$ cat src/rtl/mult_pkg.sv
// Shared constants and FSM state type for the sequential partial-product reducer.
package mult_pkg;

  localparam int WIDTH = 64;
  localparam int ROWS  = 17;
  localparam int NPAIR = (ROWS + 1) / 2;

  typedef enum logic [1:0] {
    IDLE    = 2'd0,
    ACCUM   = 2'd1,
    RESOLVE = 2'd2,
    DONE    = 2'd3
  } acc_state_t;

endpackage

$ cat src/rtl/csa_4to2.sv
// Two cascaded 3:2 carry-save levels folding four operands into a sum/carry pair.
module csa_4to2 #(
  parameter int WIDTH = 64
) (
  input  logic [WIDTH-1:0] a,
  input  logic [WIDTH-1:0] b,
  input  logic [WIDTH-1:0] c,
  input  logic [WIDTH-1:0] d,
  output logic [WIDTH-1:0] s,
  output logic [WIDTH-1:0] co
);

  logic [WIDTH-1:0] s1;
  logic [WIDTH-1:0] c1;

  // Majority shifted left; the carry out of the top bit falls off (mod 2^WIDTH).
  assign s1 = a ^ b ^ c;
  assign c1 = ((a & b) | (a & c) | (b & c)) << 1;

  assign s  = s1 ^ c1 ^ d;
  assign co = ((s1 & c1) | (s1 & d) | (c1 & d)) << 1;

endmodule

$ cat src/rtl/pp_accumulator.sv
// Folds ROWS partial-product rows two per cycle into a carry-save pair, then
// resolves the pair with a single carry-propagate add.
module pp_accumulator #(
  parameter int WIDTH = mult_pkg::WIDTH,
  parameter int ROWS  = mult_pkg::ROWS
) (
  input  logic                  clk,
  input  logic                  rst,
  input  logic                  in_valid,
  output logic                  in_ready,
  input  logic [ROWS*WIDTH-1:0] rows_in,
  output logic                  out_valid,
  input  logic                  out_ready,
  output logic [WIDTH-1:0]      product,
  output logic                  busy
);
  import mult_pkg::*;

  localparam int NP = (ROWS + 1) / 2;
  localparam int IW = $clog2(NP + 1);

  acc_state_t                    state;
  logic [ROWS-1:0][WIDTH-1:0]    rows_q;
  logic [2*NP-1:0][WIDTH-1:0]    rows_pad;
  logic [WIDTH-1:0]              sum;
  logic [WIDTH-1:0]              carry;
  logic [WIDTH-1:0]              sum_nxt;
  logic [WIDTH-1:0]              carry_nxt;
  logic [IW-1:0]                 idx;
  logic [IW:0]                   sel;

  // Odd ROWS leaves the last pair half-empty; the pad row is zero.
  always_comb begin
    rows_pad = '0;
    for (int k = 0; k < ROWS; k++) rows_pad[k] = rows_q[k];
  end

  assign sel = {idx, 1'b0};

  csa_4to2 #(.WIDTH(WIDTH)) u_csa (
    .a  (sum),
    .b  (carry),
    .c  (rows_pad[sel]),
    .d  (rows_pad[sel + 1'b1]),
    .s  (sum_nxt),
    .co (carry_nxt)
  );

  always_ff @(posedge clk) begin
    if (!rst && state == IDLE && in_valid) rows_q <= rows_in;
  end

  always_ff @(posedge clk) begin
    if (rst) begin
      state     <= IDLE;
      in_ready  <= 1'b1;
      out_valid <= 1'b0;
      busy      <= 1'b0;
      product   <= '0;
      sum       <= '0;
      carry     <= '0;
      idx       <= '0;
    end else begin
      case (state)
        IDLE: if (in_valid) begin
          sum      <= '0;
          carry    <= '0;
          idx      <= '0;
          state    <= ACCUM;
          in_ready <= 1'b0;
          busy     <= 1'b1;
        end
        ACCUM: begin
          sum   <= sum_nxt;
          carry <= carry_nxt;
          idx   <= idx + IW'(1);
          if (idx == IW'(NP - 1)) state <= RESOLVE;
        end
        RESOLVE: begin
          product   <= sum + carry;
          state     <= DONE;
          out_valid <= 1'b1;
        end
        DONE: if (out_ready) begin
          state     <= IDLE;
          out_valid <= 1'b0;
          in_ready  <= 1'b1;
          busy      <= 1'b0;
        end
        default: state <= IDLE;
      endcase
    end
  end

endmodule
$ cat config.mk
export PLATFORM = sky130hd
export DESIGN_NAME = pp_accumulator
export DESIGN_NICKNAME = d
export VERILOG_FILES = /design/src/rtl/mult_pkg.sv /design/src/rtl/csa_4to2.sv /design/src/rtl/pp_accumulator.sv
export SDC_FILE = /design/constraint.sdc
export NUM_CORES = 2
export LEC_CHECK = 0
export ABC_AREA = 1
export BUFFER_PORTS_ARGS = -buffer_cell sky130_fd_sc_hd__buf_2
export CAP_MARGIN = 15
export CORE_AREA = 10 10 443 445
export CTS_CLUSTER_DIAMETER = 120
export CTS_CLUSTER_SIZE = 12
export DETAILED_ROUTE_END_ITERATION = 16
export DIE_AREA = 0 0 453 455
export HOLD_SLACK_MARGIN = 0.03
export PLACE_DENSITY = 0.55
export SLEW_MARGIN = 20
export SYNTH_ARGS = -nofsm -noshare
export SYNTH_HDL_FRONTEND = slang
export SYNTH_SLANG_ARGS = --single-unit
export TNS_END_PERCENT = 50
$ cat constraint.sdc
create_clock -name clk -period 60.2 [get_ports clk]
set_input_delay 9.03 -clock clk [delete_from_list [all_inputs] [get_ports clk]]
set_output_delay 9.03 -clock clk [all_outputs]
set_load 0.01 [all_outputs]
---- After elaboration in Yosys (flattened, before gate mapping) ----
Index checks and enable logic that the tools add are counted.
storage, ports and cells
  word-level logic and storage cells ...... 82
  bits of input ports ..................... 1092
  register bits ........................... 1289
cells by class
  mux-type cells .......................... 20
  $lt $le $gt $ge ......................... 2
  bitwise logic cells ..................... 14
  add/sub/neg operators ................... 3
  reductions and logical operators ........ 11
  equal/unequal tests ..................... 7
operator list
  cell                 number
  $and 63x63->63       6
  $bmux 64 s5          1
  $bmux 64 s4          1
  $pmux 64 s2          2
  $xor 64x64->64       4
  $or 63x63->63        4
  $mux 64              3
  $add 64x64->64       1
  $lt 5x6->1 const B   2
  $pmux 2 s4           1
  $pmux 4 s2           1
  $mux 2               3
  $ne 2x2->1 const B   3
  $pmux 1 s2           3
  $reduce_and 3->1     2
  $reduce_bool 2->1    3
  $add 5x1->5 const B  1
  $add 4x1->4 const B  1
  $eq 2x2->1 const B   2
  $eq 4x4->1 const B   1
  $mux 1               4
  $mux 4               1
  $reduce_and 2->1     2
  $eq 2x1->1 const B   1
  other kinds (3)      4

---- Longest topological paths before layout ----
  word-level depth ........................ 9
  mapped depth ............................ 17
  depth with buffers taken out ............ 17

---- Modules after synthesis ----
A second synthesis with hierarchy kept.
second synthesis, totals
  cell total of the unflattened synthesis .. 5360
  area, all modules ....................... 57448.8 um^2
modules (own cells, without submodules)
  module          seq. area each (um^2)  instances  area an instance (um^2)  cells an instance
  pp_accumulator  36695.2                1          54857.6                  5218
  csa_4to2        0.0                    1          2591.2                   142

---- Worst setup path after synthesis ----
Ideal clock, no wire load.
  path kind ............................... input port to flip-flop
  start point ............................. input rst
  end point ............................... register rows_q (netlist bit rows_pad[0]), enable pin
  data required time ...................... 57.630 ns
  arrival time ............................ 54.639 ns
  library setup time ...................... 2.570 ns
  stages .................................. 4
  setup slack ............................. 2.991 ns
  cell sequence ........................... clkbuf_1 -> clkbuf_1 -> clkbuf_1 -> nor2_1
on the way
  longest elaborated chain between the ends .. 3
ends and longest elaborated chain
  what                            RTL line              RTL
  from (decl)                     pp_accumulator.sv:8   input logic rst,
  $logic_not 1->1                 pp_accumulator.sv:50  if (!rst && state == IDLE && in_valid) rows_q <= rows_in;
  $logic_and 1x1->1 (2 in a row)  pp_accumulator.sv:50
  to (signal assigned)            pp_accumulator.sv:50
  to (decl)                       pp_accumulator.sv:23  logic [ROWS-1:0][WIDTH-1:0] rows_q;
No other way between the ends.
A chain may end at the register's enable or synchronous reset.

---- Worst setup path in the final report ----
  start point ............................. input rst
  end point ............................... register rows_q (netlist bit rows_pad[1007]), enable pin
The elaborated chain is that of the path after synthesis.

==> impl_metrics.tcl <==
set metrics [dict create \
    outcome "finished, final reports clean" \
    hp-start "product[28]" \
    cp-start-kind "input pin" \
    grt_max_degree 196 \
    p_seq_frac 0.423 \
    p_sw_mw 1.009 \
    die_width_um 453 \
    htree_levels 3 \
    synth_area_um2 57890 \
    insertion_delay_ps 770 \
    worst_ep_required_time_ps 60530 \
    worstPathMaxFanout 181 \
    grt_overflow 0 \
    yosysWarningCount 0 \
    row_count 159 \
    ctsHoldBuffers 0 \
    vias 44760 \
    p_leak_nw 27.51 \
    wl_per_cell_um 27.04 \
    fin_skew_ps 67.78 \
    setup_slack_ps 47020 \
    holdWs_ps 482.4 \
    reg2reg_from "idx[0]" \
    ys_seq_area_frac 0.6335 \
    fmax_mhz 75.88 \
    routed_wl_um 244200 \
    hold_path_class "flop to flop" \
    stdcell_count 9033 \
    maxSlewViolCount 0 \
    ctsRootBufferMaster "clkbuf_16" \
    clk_pin_slew_ps 70 \
    syn_to_final_growth_pct 20.34 \
    drt_first_pass_iters 6 \
    synth_cell_types 43 \
    switching_share 0.3661 \
    finalHoldViolations 0 \
    combPwrFrac 0.318 \
    maxCapViolCount 0 \
    worst-setup-path-type "input pin to flop" \
    drt_iter0_drc 4267 \
    initial_core_util 0.3093 \
    syn_inst 5352 \
    grt_pass1_wl_um 332000 \
    cts_sinks 1288 \
    worstMarginPinSlew_ps 1303 \
    synth_nets 6639 \
    drc_errors 0 \
    grt_pass1_vias 43660 \
    cts_tree "yes" \
    fill_cells 18630 \
    total_power_mw 2.755 \
    fp.dieArea_um2 206100 \
    cts_resized 0 \
    setup_viol 0 \
    hpwl_um 188100 \
    vdd_drop_max_uv 25.62 \
    die_y_um 455 \
    ios 1159 \
    p_clk_frac 0.259 \
    via_per_inst 4.956 \
    ant_nets 0 \
    placedInstanceArea_um2 66040 \
    core_area_um2 187200 \
    power.density_nw_per_um2 39.54 \
    cp.arrival_ps 13510 \
    fin_crit_sh 0.2189 \
    rsz0062_at_grt "no" \
    finish.utilization 0.3722 \
    syn_avg_cell_area_um2 10.82 \
    p_int_mw 1.746 \
    pre_cts_slack_ps 46270 \
    maxSlewHeadroom 0.1314 \
    dp.cells 8774 \
    portBuffers 1158 \
    ys_seq_elements 1288 \
    drive_gt1_frac 0.2124 \
    max-clock-path-buffers 3 \
    grt_usage 0.2253 \
    fin_setup_tns_ps 0 \
    period_needed_ps 13180 \
    antenna_found_initial 124 \
    finalInstanceArea_um2 69670 \
    final_nets 7690 \
    cp-end-kind "flop" \
    crit_start "rst" \
    cts_inserted_buffers 120 \
    gp_congestion 0.9317 \
    cts_setup_buffers 0 \
]
## final timing paths
kind	cells after the start	endpoint	slack, ps
max	6	rows_pad[1007]	47020
min	2	product[28]	480
max reg2reg	15	sum[46]	53530
min reg2reg	2	product[28]	480
## layer usage
metal	vias up	global-route usage	wire length, um
met1	22040	0.2987	103000
met2	1792	0.3728	117700
met4	38	0.06038	5955
met3	325	0.04869	17280
met5	-	0	235
li1	20570	-	-
## placed cells by master (no fill, tap or decap), types with 69 or more instances in the layout
master,n
buf_2,1157
edfxtp_1,1088
nor2_1,861
nand2_1,713
inv_1,706
o21ai_0,504
o22ai_1,212
dfxtp_1,197
o221ai_1,159
fa_1,125
clkbuf_16,120
nand3_1,95
o211ai_1,94
diode_2,75
ha_1,69
## Yosys cell counts
cell	n	area, um2
a211oi_1	1	7.510
a21oi_1	59	295.3
a31oi_1	2	12.51
a32o_1	35	350.3
and2_1	3	18.77
and3_1	1	6.260
buf_1	5	18.77
buf_2	71	355.3
buf_4	15	112.6
buf_6	7	78.83
clkbuf_1	183	686.9
clkinv_1	2	7.510
dfxtp_1	200	4004
edfxtp_1	1088	32670
fa_1	125	2502
ha_1	70	875.8
inv_1	707	2654
inv_2	5	18.77
nand2_1	713	2676
nand2_2	3	18.77
nand3_1	95	475.5
nand3_2	4	40.04
nand3b_1	3	22.52
nand4_1	12	75.07
nor2_1	862	3236
nor2_2	5	31.28
nor3_1	11	55.05
nor3_2	1	10.01
nor3_4	1	16.27
nor4_1	7	43.79
o211ai_1	94	705.7
o211ai_2	2	25.02
o21a_1	1	7.510
o21ai_0	504	2522
o21ai_1	51	255.2
o21ai_2	1	8.760
o21bai_1	2	15.01
o221ai_1	159	1393
o22ai_1	212	1326
or2_0	1	6.260
or2_2	1	6.260
xnor2_1	2	17.52
xor2_1	26	227.7
## sequential cells by signal, summed over array words and instances, names as in the netlist
name and flops:
idx 4, in_ready 1, product 64, carry 63
rows_pad 1088, out_valid 1, state 2, sum 64
busy 1
## power groups by stage
stage | combinational (mW) | clock, mW | sequential, mW
finish | 0.876 | 0.712 | 1.17
global route | 0.970 | 0.763 | 1.18
CTS | 0.892 | 0.731 | 1.17
detailed placement | 0.885 | 0 | 1.18
global placement | 0.878 | 0 | 1.18
floorplan | 0.509 | 0 | 1.39
## kinds of logic after synthesis
kind of cell,Yosys count,share of synthesized area
buffers and inverters,995,0.06793
adders and majority gates,195,0.05835
xor gates and xnor gates,28,0.004236
DFF,1288,0.6335
and+or+nand+nor,1723,0.1164
AOI/OAI and AO/OA,1123,0.1196
## cell type report
cell class | instances | area, um2 | share of cell area
Tap cell | 2495 | 3122 | 0.04481
Antenna cell | 75 | 187.7 | 0.002694
Sequential cell | 1288 | 36690 | 0.5266
Clock inverter | 12 | 193.9 | 0.002784
Inverter | 714 | 2701 | 0.03877
Multi-Input combinational cell | 3069 | 17310 | 0.2484
Clock buffer | 170 | 3191 | 0.04579
Timing Repair Buffer | 1210 | 6282 | 0.09017
## critical path: stages
cell and delay (ps):
buf_4 240, nor2_4 640, buf_4 840, buf_4 770, buf_12 720, buf_4 900
No activity file was read; power rests on OpenSTA's default activity.
